<file path="config.mk">
export PLATFORM = sky130hd
export DESIGN_NAME = function_minterm_scanner_flat
export DESIGN_NICKNAME = d
export VERILOG_FILES = /design/src/rtl/function_minterm_scanner_if.sv /design/src/rtl/function_minterm_scanner.sv /design/src/flat_wrapper.sv
export SDC_FILE = /design/constraint.sdc
export NUM_CORES = 1
export LEC_CHECK = 0
export ABC_CLOCK_PERIOD_IN_PS = 2700
export CAP_MARGIN = 20
export CORE_MARGIN = 5
export CORE_UTILIZATION = 57
export DETAILED_ROUTE_END_ITERATION = 10
export PLACE_DENSITY = 0.82
export SKIP_LAST_GASP = 1
export SLEW_MARGIN = 20
export SYNTH_ARGS = -nofsm -noshare
export SYNTH_HDL_FRONTEND = slang
export SYNTH_SLANG_ARGS = --single-unit
export TNS_END_PERCENT = 50
</file>
<file path="constraint.sdc">
create_clock -name clk -period 2.7 [get_ports clk]
set_input_delay 0.675 -clock clk [delete_from_list [all_inputs] [get_ports clk]]
set_output_delay 0.675 -clock clk [all_outputs]
set_load 0.005 [all_outputs]
</file>
<file path="src/rtl/function_minterm_scanner_if.sv">
// Minterm index stream between the scanner and its consumer.
//   m_valid : index available (master -> slave)
//   m_ready : consumer accepts on m_valid & m_ready (slave -> master)
//   m_index : 4-bit minterm vector index (master -> slave)
//   m_last  : final minterm of the scan (master -> slave)
interface function_minterm_scanner_if;
  logic       m_valid;
  logic       m_ready;
  logic [3:0] m_index;
  logic       m_last;

  modport master (output m_valid, output m_index, output m_last, input m_ready);
  modport slave  (input m_valid, input m_index, input m_last, output m_ready);
endinterface

</file>
<file path="src/rtl/function_minterm_scanner.sv">
// Sweeps all 16 input vectors of a 4-input function block, records the truth
// table of Y_cont, optionally cross-checks Y_struct, then streams the index of
// every minterm over a valid/ready handshake.
// Optional feature macro: FUNC_SCAN_CHECK_EN (Y_cont vs Y_struct comparison).
// Ports:
//   clk, rst          : clock, asynchronous active-high reset
//   start             : begin a scan (sampled only in IDLE)
//   busy, done        : scan in progress / one-cycle completion pulse
//   A, B, C, D        : vector driven into the function under test (A = MSB)
//   Y_cont, Y_struct  : primary / secondary function outputs
//   truth_table       : bit i = Y_cont at vector i
//   mismatch(_mask)   : Y_cont != Y_struct summary / per-vector flags
//   m                 : minterm index stream (master side)
module function_minterm_scanner #(
  parameter int unsigned SETTLE_CYCLES = 1
) (
  input  logic        clk,
  input  logic        rst,
  input  logic        start,
  output logic        busy,
  output logic        done,
  output logic        A,
  output logic        B,
  output logic        C,
  output logic        D,
  input  logic        Y_cont,
  input  logic        Y_struct,
  output logic [15:0] truth_table,
  output logic        mismatch,
  output logic [15:0] mismatch_mask,
  function_minterm_scanner_if.master m
);

  localparam int unsigned VEC_W   = 4;
  localparam int unsigned TBL_W   = 16;
  localparam logic [VEC_W-1:0] CNT_LAST = VEC_W'(SETTLE_CYCLES - 1);
  localparam logic [VEC_W-1:0] IDX_LAST = VEC_W'(TBL_W - 1);

  typedef enum logic [2:0] {
    IDLE,
    SETTLE,
    SAMPLE,
    EMIT,
    DONE
  } state_t;

  state_t             state, state_n;
  logic [VEC_W-1:0]   idx, idx_n;
  logic [VEC_W-1:0]   cnt, cnt_n;
  logic [TBL_W-1:0]   pending, pending_n;
  logic [TBL_W-1:0]   tt_q, tt_n, tt_s;
  logic [TBL_W-1:0]   mm_q, mm_n, mm_s;
  logic               mis_q, mis_n;
  logic               valid_q, valid_n;
  logic [VEC_W-1:0]   index_q, index_n;
  logic               last_q, last_n;
  logic               busy_q, busy_n;
  logic               done_q, done_n;
  logic [TBL_W-1:0]   remain;

  // Lowest set bit of a mask (priority encoder, bit 0 wins).
  function automatic logic [VEC_W-1:0] lowest_set(input logic [TBL_W-1:0] v);
    lowest_set = '0;
    for (int i = TBL_W - 1; i >= 0; i--) begin
      if (v[i]) lowest_set = VEC_W'(i);
    end
  endfunction

  // True when exactly one bit of the mask is set.
  function automatic logic single_bit(input logic [TBL_W-1:0] v);
    single_bit = (v != '0) && ((v & (v - TBL_W'(1))) == '0);
  endfunction

  // State and datapath registers.
  always_ff @(posedge clk or posedge rst) begin
    if (rst) begin
      state   <= IDLE;
      idx     <= '0;
      cnt     <= '0;
      pending <= '0;
      tt_q    <= '0;
      mm_q    <= '0;
      mis_q   <= 1'b0;
      valid_q <= 1'b0;
      index_q <= '0;
      last_q  <= 1'b0;
      busy_q  <= 1'b0;
      done_q  <= 1'b0;
    end else begin
      state   <= state_n;
      idx     <= idx_n;
      cnt     <= cnt_n;
      pending <= pending_n;
      tt_q    <= tt_n;
      mm_q    <= mm_n;
      mis_q   <= mis_n;
      valid_q <= valid_n;
      index_q <= index_n;
      last_q  <= last_n;
      busy_q  <= busy_n;
      done_q  <= done_n;
    end
  end

  // Next-state and next-output logic.
  always_comb begin
    state_n   = state;
    idx_n     = idx;
    cnt_n     = cnt;
    pending_n = pending;
    tt_n      = tt_q;
    mm_n      = mm_q;
    mis_n     = mis_q;
    valid_n   = valid_q;
    index_n   = index_q;
    last_n    = last_q;

    // Table contents including the vector currently being sampled.
    tt_s      = tt_q;
    tt_s[idx] = Y_cont;
    mm_s      = mm_q;
`ifdef FUNC_SCAN_CHECK_EN
    mm_s[idx] = Y_cont ^ Y_struct;
`endif
    remain    = pending & ~(TBL_W'(1) << index_q);

    case (state)
      IDLE: begin
        if (start) begin
          tt_n    = '0;
          mm_n    = '0;
          mis_n   = 1'b0;
          idx_n   = '0;
          cnt_n   = '0;
          state_n = SETTLE;
        end
      end
      SETTLE: begin
        if (cnt == CNT_LAST) begin
          cnt_n   = '0;
          state_n = SAMPLE;
        end else begin
          cnt_n = cnt + VEC_W'(1);
        end
      end
      SAMPLE: begin
        tt_n  = tt_s;
        mm_n  = mm_s;
        mis_n = mis_q | mm_s[idx];
        if (idx != IDX_LAST) begin
          idx_n   = idx + VEC_W'(1);
          state_n = SETTLE;
        end else if (tt_s == '0) begin
          state_n = DONE;
        end else begin
          // Outputs are registered, so the first index is prepared here.
          pending_n = tt_s;
          valid_n   = 1'b1;
          index_n   = lowest_set(tt_s);
          last_n    = single_bit(tt_s);
          state_n   = EMIT;
        end
      end
      EMIT: begin
        if (m.m_ready) begin
          pending_n = remain;
          if (remain == '0) begin
            valid_n = 1'b0;
            index_n = '0;
            last_n  = 1'b0;
            state_n = DONE;
          end else begin
            index_n = lowest_set(remain);
            last_n  = single_bit(remain);
          end
        end
      end
      DONE: begin
        state_n = IDLE;
      end
      default: begin
        state_n = IDLE;
      end
    endcase

    busy_n = (state_n != IDLE);
    done_n = (state_n == DONE);
  end

  assign busy         = busy_q;
  assign done         = done_q;
  assign {A, B, C, D} = idx;
  assign truth_table  = tt_q;
  assign m.m_valid    = valid_q;
  assign m.m_index    = index_q;
  assign m.m_last     = last_q;

`ifdef FUNC_SCAN_CHECK_EN
  assign mismatch      = mis_q;
  assign mismatch_mask = mm_q;
`else
  logic unused_check;
  assign unused_check  = Y_struct ^ mis_q ^ (^mm_q);
  assign mismatch      = 1'b0;
  assign mismatch_mask = '0;
`endif

endmodule
</file>
<file path="src/flat_wrapper.sv">
// flat-port wrapper written by rule: the top's interface ports become plain ports
module function_minterm_scanner_flat 
#(
  parameter int unsigned SETTLE_CYCLES = 1
)
  (clk, rst, start, busy, done, A, B, C, D, Y_cont, Y_struct, truth_table, mismatch, mismatch_mask, m_m_valid, m_m_index, m_m_last, m_m_ready);
  function_minterm_scanner_if m_i ();
  input  logic clk;
  input  logic rst;
  input  logic start;
  output logic busy;
  output logic done;
  output logic A;
  output logic B;
  output logic C;
  output logic D;
  input  logic Y_cont;
  input  logic Y_struct;
  output logic [15:0] truth_table;
  output logic mismatch;
  output logic [15:0] mismatch_mask;
  output wire logic [$bits(m_i.m_valid)-1:0] m_m_valid;
  output wire logic [$bits(m_i.m_index)-1:0] m_m_index;
  output wire logic [$bits(m_i.m_last)-1:0] m_m_last;
  input wire logic [$bits(m_i.m_ready)-1:0] m_m_ready;
  assign m_m_valid = m_i.m_valid;
  assign m_m_index = m_i.m_index;
  assign m_m_last = m_i.m_last;
  assign m_i.m_ready = m_m_ready;
  function_minterm_scanner #(.SETTLE_CYCLES(SETTLE_CYCLES)) u_core (.clk(clk), .rst(rst), .start(start), .busy(busy), .done(done), .A(A), .B(B), .C(C), .D(D), .Y_cont(Y_cont), .Y_struct(Y_struct), .truth_table(truth_table), .mismatch(mismatch), .mismatch_mask(mismatch_mask), .m(m_i));
endmodule
</file>
Yosys cells after proc, flatten, opt, wreduce, memory -nomap -nowiden
Index checks and enable logic that the tools add are counted. W data, S select, Z words.

Bits in registers: 51. Input bits: 6. Logic and storage cells: 120.

Add/sub/neg operators: 4. Order comparisons: 2. Equality and inequality tests: 11. Shifts and indexed selects: 1. Muxes and demuxes: 68. Bitwise gates (word level): 4. Reduce and logical (&&, ||, !) cells: 20.

Operators by type and width (count): $mux W4 (39); $logic_not A16 Y1 (4); $mux W16 (4); $pmux W16 S2 (2); $and A16 B16 Y16 (3); $reduce_bool A16 Y1 (2); $sub A16 B1 Y16 const B (2); $pmux W4 S2 (3); $mux W3 (6); $bwmux W16 (1); $not A16 Y16 (1); $shl A1 B4 Y16 const A (1); $pmux W3 S4 (1); $mux W1 (9); $add A4 B1 Y4 const B (2); $ne A2 B2 Y1 const B (4); $eq A3 B2 Y1 const B (2); $reduce_bool A2 Y1 (3); $lt A4 B5 Y1 const B (1); $reduce_and A5 Y1 (1); $demux W1 S4 (1); $ge A4 B1 Y1 const B (1); $logic_not A4 Y1 (1); $ne A2 B1 Y1 const B (2); other kinds (10) (14).

Logic depth before layout (Yosys ltp)
Depth in word-level cells: 24. Mapped depth: 10. Mapped depth without buffers: 9.

Worst setup path before layout
OpenSTA, ideal clock, no wires.

Kind: register to register. From: register u_core.idx[0]. To: register u_core.pending[2]. Arrival: 2.341 ns. Setup slack: 0.233 ns. Stages on the path, launching flop included: 11. Buffers on the path: 1. Period minus slack after synthesis: 2.467 ns. Cells stage by stage: dfrtp_1 inv_1 ha_1 nor3b_2 mux2_2 nor4_2 and2_2 a31oi_1 buf_6 nand2_4 o2bb2ai_1.

Word-level cells in the longest chain between the ends: 8. Elaborated cells between the ends (all ways): 14. Those cells by class: order compare: 2; eq/ne: 3; mux: 6; reduce/logical: 3.

Ends and longest elaborated chain: start: declaration (RTL line function_minterm_scanner.sv:48) `logic [VEC_W-1:0] idx, idx_n;`; start signal: assignment (RTL line function_minterm_scanner.sv:91) `idx <= idx_n;`; $lt A4 B5 Y1 (implied by the code) / $ge A4 B1 Y1 (equally long branches) (RTL line function_minterm_scanner.sv:120) `tt_s[idx] = Y_cont;`; $logic_and A1 B1 Y1 (implied by the code) (RTL line function_minterm_scanner.sv:120); $mux W1 (implied by the code) (RTL line function_minterm_scanner.sv:120); $demux W1 S4; $bwmux W16 (RTL line function_minterm_scanner.sv:120); $logic_not A16 Y1 / $mux W16 (equally long branches) (RTL line function_minterm_scanner.sv:153) `end else if (tt_s == '0) begin`; $ne A2 B2 Y1 (no line) / $mux W16 (equally long branches); $reduce_and A4 Y1 (no line) / $pmux W16 S2 (equally long branches); end signal: assignment (RTL line function_minterm_scanner.sv:93) `pending <= pending_n;`; end: declaration (RTL line function_minterm_scanner.sv:50) `logic [TBL_W-1:0] pending, pending_n;`.

Parallel ways exist; a longest one is shown, timed or not. The select of a mux whose other input is x is not followed. A chain may end at the register's enable or synchronous reset.

Worst setup path in the final report
From: register u_core.idx[1]. To: register u_core.index_q[0] (netlist: u_core.m.m_index[0]).

Word-level cells in the longest chain between the ends: 24. Elaborated cells between the ends (all ways): 30. Those cells by class: order compare: 2; eq/ne: 3; mux: 22; reduce/logical: 3.

Ends and longest elaborated chain: $lt A4 B5 Y1 (implied by the code) / $ge A4 B1 Y1 (equally long branches) (RTL line function_minterm_scanner.sv:120); $logic_and A1 B1 Y1 (implied by the code) (RTL line function_minterm_scanner.sv:120); $mux W1 (implied by the code) (RTL line function_minterm_scanner.sv:120); $demux W1 S4; $bwmux W16 (RTL line function_minterm_scanner.sv:120); $mux W4 (16 in a row) (RTL line function_minterm_scanner.sv:65) `if (v[i]) lowest_set = VEC_W'(i);`; $mux W4 (RTL line function_minterm_scanner.sv:153); $mux W4 (RTL line function_minterm_scanner.sv:150) `if (idx != IDX_LAST) begin`; $pmux W4 S2 (RTL line function_minterm_scanner.sv:127) `case (state)`; end signal: assignment (RTL line function_minterm_scanner.sv:98) `index_q <= index_n;`; end: declaration (RTL line function_minterm_scanner.sv:55) `logic [VEC_W-1:0] index_q, index_n;`.

Parallel ways exist; a longest one is shown, timed or not. The select of a mux whose other input is x is not followed.

==> flow_metrics.env <==
export IMPL_run_status="completed"
export IMPL_maxSlewViolCount=0
export IMPL_fp_dieW_um=94.3
export IMPL_worstSkewPairLatency_ns=0.31
export IMPL_ys_flop_type="dfrtp_1"
export IMPL_cts_buffers=5
export IMPL_rsz0062_at_grt="false"
export IMPL_cts_buffer_depth=2
export IMPL_diodes=0
export IMPL_area_growth_pct=21.6
export IMPL_fin_crit_sh_pct=97.6
export IMPL_relSlewSlack_pct=44.4
export IMPL_hold_viol_final=0
export IMPL_fin_nets=553
export IMPL_ys_types=77
export IMPL_postCtsHoldBufs=0
export IMPL_cts_root_buf="clkbuf_8"
export IMPL_rows=30
export IMPL_reg2reg_depth=10
export IMPL_ant_nets=0
export IMPL_globalRoute_totalOverflow=0
export IMPL_max_freq_mhz=379
export IMPL_grt_pass1_vias=3774
export IMPL_vias=3945
export IMPL_met1_usage_pct=33.5
export IMPL_multi_input_area_um2=2570
export IMPL_grt_total_usage_pct=25.6
export IMPL_clock_sinks=51
export IMPL_start_util_pct=59.0
export IMPL_min_path_cells=1
export IMPL_met2_usage_pct=43.4
export IMPL_cts_tree="built"
export IMPL_clock_skew_ns=0.0121
export IMPL_p_leak_nw=2.04
export IMPL_die_area_um2=8900
export IMPL_clk_pin_slew_worst_paths_ns=0.10
export IMPL_tightest_slew_ns=0.832
export IMPL_synth_seq_cells=51
export IMPL_worst_ir_drop_vdd_uv=765
export IMPL_grt_use_met3_pct=3.59
export IMPL_cp_max_fo=6
export IMPL_hold_class="flop to flop"
export IMPL_period_minus_slack_ns=2.64
export IMPL_grt_max_degree=28
export IMPL_yosysWarningCount=0
export IMPL_arrival_ns=2.83
export IMPL_nFillCells=488
export IMPL_viasPerCell=6.19
export IMPL_synth_area_per_cell_um2=8.68
export IMPL_critPathCaptureType="flop"
export IMPL_core_um2=6870
export IMPL_cp_data_required_time_ns=2.89
export IMPL_hpwlAfterDp_mm=8.22
export IMPL_ff_latch_area_um2=1280
export IMPL_grt_pass1_wl_mm=18.1
export IMPL_antenna_found_initial=0
export IMPL_port_buffers=32
export IMPL_yosysSeqAreaShare_pct=31.5
export IMPL_die_y_um=94.3
export IMPL_setup_worst_path_class="flop to flop"
export IMPL_cts_htree_levels=2
export IMPL_firstDrtPassIters=5
export IMPL_setup_violations=0
export IMPL_final_cell_mix="nand2_1 (56), buf_4 (53), dfrtp_1 (47), nor2_1 (44), o21ai_0 (39)"
export IMPL_start_kind="flop"
export IMPL_synth_cells=467
export IMPL_layout_drive_gt1_share_pct=22.9
export IMPL_wl_per_cell_um=17.6
export IMPL_ios=51
export IMPL_gp_congestion=1.02
export IMPL_cap_viol_max_count=0
export IMPL_hold_ws_ns=0.500
export IMPL_syn_area_um2=4060
export IMPL_wl_mm=11.2
export IMPL_final_common_cell="nand2_1"
export IMPL_drt_iter0_drc=428
export IMPL_grt_busiest_layer="met2"
export IMPL_powerDensity_nw_per_um2=1340
export IMPL_drc=0
export IMPL_synth_edff_count=0
export IMPL_fin_util_pct=71.8
export IMPL_synth_async_reset_ratio_pct=100
==> synth_stat cells, drive strengths merged (2+ instances only) <==
cell	n	area share [%]
o31ai	4	0.74
a31o	2	0.65
inv	7	0.65
a21o	2	0.37
a31oi	9	1.4
ha	6	1.9
nor3b	8	2.0
xor2	2	0.43
or2	2	0.31
o32ai	4	1.4
nor3	5	0.89
nand3	19	3.0
nor2b	2	0.31
nand3b	11	2.1
a21oi	27	3.3
clkbuf	8	0.74
o211ai	3	0.56
nand4	5	0.93
dfrtp	51	31
o22ai	4	0.62
mux2	14	4.1
and2	5	0.80
nor4	2	0.46
o21a	6	1.1
a22oi	2	0.37
nor2	44	4.1
nand2b	6	1.1
mux2i	18	6.4
buf	33	6.9
o21ai	65	8.1
nand4bb	2	0.56
o32a	3	0.74
a2111oi	2	0.43
and3	3	0.46
a2bb2oi	2	0.43
o2111ai	3	0.65
nand2	57	5.5
==> cells by family after synthesis <==
kind of cell / count (synthesis) / share of synthesized area, %
simple gates: 179 / 24.2
compound gates: 147 / 22.9
flops: 51 / 31.5
buf+inv: 48 / 8.33
mux: 32 / 10.5
fa+ha+maj: 7 / 2.10
xor+xnor: 2 / 0.432
other cells: 1 / 0.0925
==> critical path, cell delays in order, from the launching register on <==
cell	delay [ns]
dfrtp_1	0.44
inv_2	0.10
ha_2	0.19
nor3b_4	0.28
mux2_4	0.36
nor4_4	0.31
and2_4	0.25
a31oi_4	0.13
buf_6	0.21
nor2_1	0.16
a31oi_1	0.07
==> power by group <==
group / leakage [nW] / switching (mW) / total (mW) / internal [mW]
logic: 1.31 / 2.40 / 4.61 / 2.21
clock network: 0.0513 / 0.261 / 0.534 / 0.272
registers: 0.676 / 0.434 / 1.47 / 1.04
total: 2.04 / 3.09 / 6.62 / 3.52
==> per-stage QoR <==
stage / total power, mW / TNS, ns / area (um^2) / std cells / worst slack [ns]
after detailed placement: 5.62 / -1.52 / 4700 / 624 / -0.140
after floorplan: 3.94 / 0 / 4120 / 483 / 0.233
after global routing: 7.09 / 0 / 4930 / 637 / 0.00571
final: 6.62 / 0 / 4930 / 637 / 0.0637
after global placement: 5.46 / -0.757 / 4700 / 624 / -0.0915
after CTS: 6.23 / 0 / 4820 / 631 / 0.0325
==> layout make-up <==
cell class | instances | share of cell area [%]
multi-input combinational | 384 | 52.2
sequential | 51 | 26.0
timing repair buffer | 92 | 16.7
tap | 96 | 2.44
clock buffer | 6 | 1.47
clock inverter | 1 | 0.609
inverter | 7 | 0.533
==> worst paths after layout <==
kind / from / to / slack (ns)
max in group asynchronous: rst / u_core.state[2] / 1.41
max reg2reg: u_core.idx[1] / u_core.m.m_index[0] / 0.06
min reg2reg: u_core.cnt[3] / u_core.cnt[3] / 0.50
min in group asynchronous: rst / u_core.truth_table[6] / 0.74
min: u_core.cnt[3] / u_core.cnt[3] / 0.50
max: u_core.idx[1] / u_core.m.m_index[0] / 0.06
==> layer usage <==
layer | share of wire (%) | up-vias
li1 | - | 1826
met4 | 2.8 | 0
met5 | 0 | -
met3 | 6.8 | 44
met1 | 42 | 1890
met2 | 49 | 185
==> sequential cells by signal (all words and copies together), names as in the netlist <==
register and count:
u_core.cnt 4, u_core.m.m_index 4, u_core.idx 4, u_core.pending 16, u_core.truth_table 16, u_core.busy 1
u_core.m.m_last 1, u_core.state 3, u_core.done 1, u_core.m.m_valid 1
==> repair_timing <==
| action | 4_1_cts | 5_1_grt |
|---|---|---|
| gates resized for setup | 4 | 21 |
| pin swaps | 0 | 3 |
| setup endpoints to repair | 5 | 11 |
| setup buffers | 0 | 4 |
| gates cloned | 0 | 1 |
No activity file was read; power rests on OpenSTA's default activity.
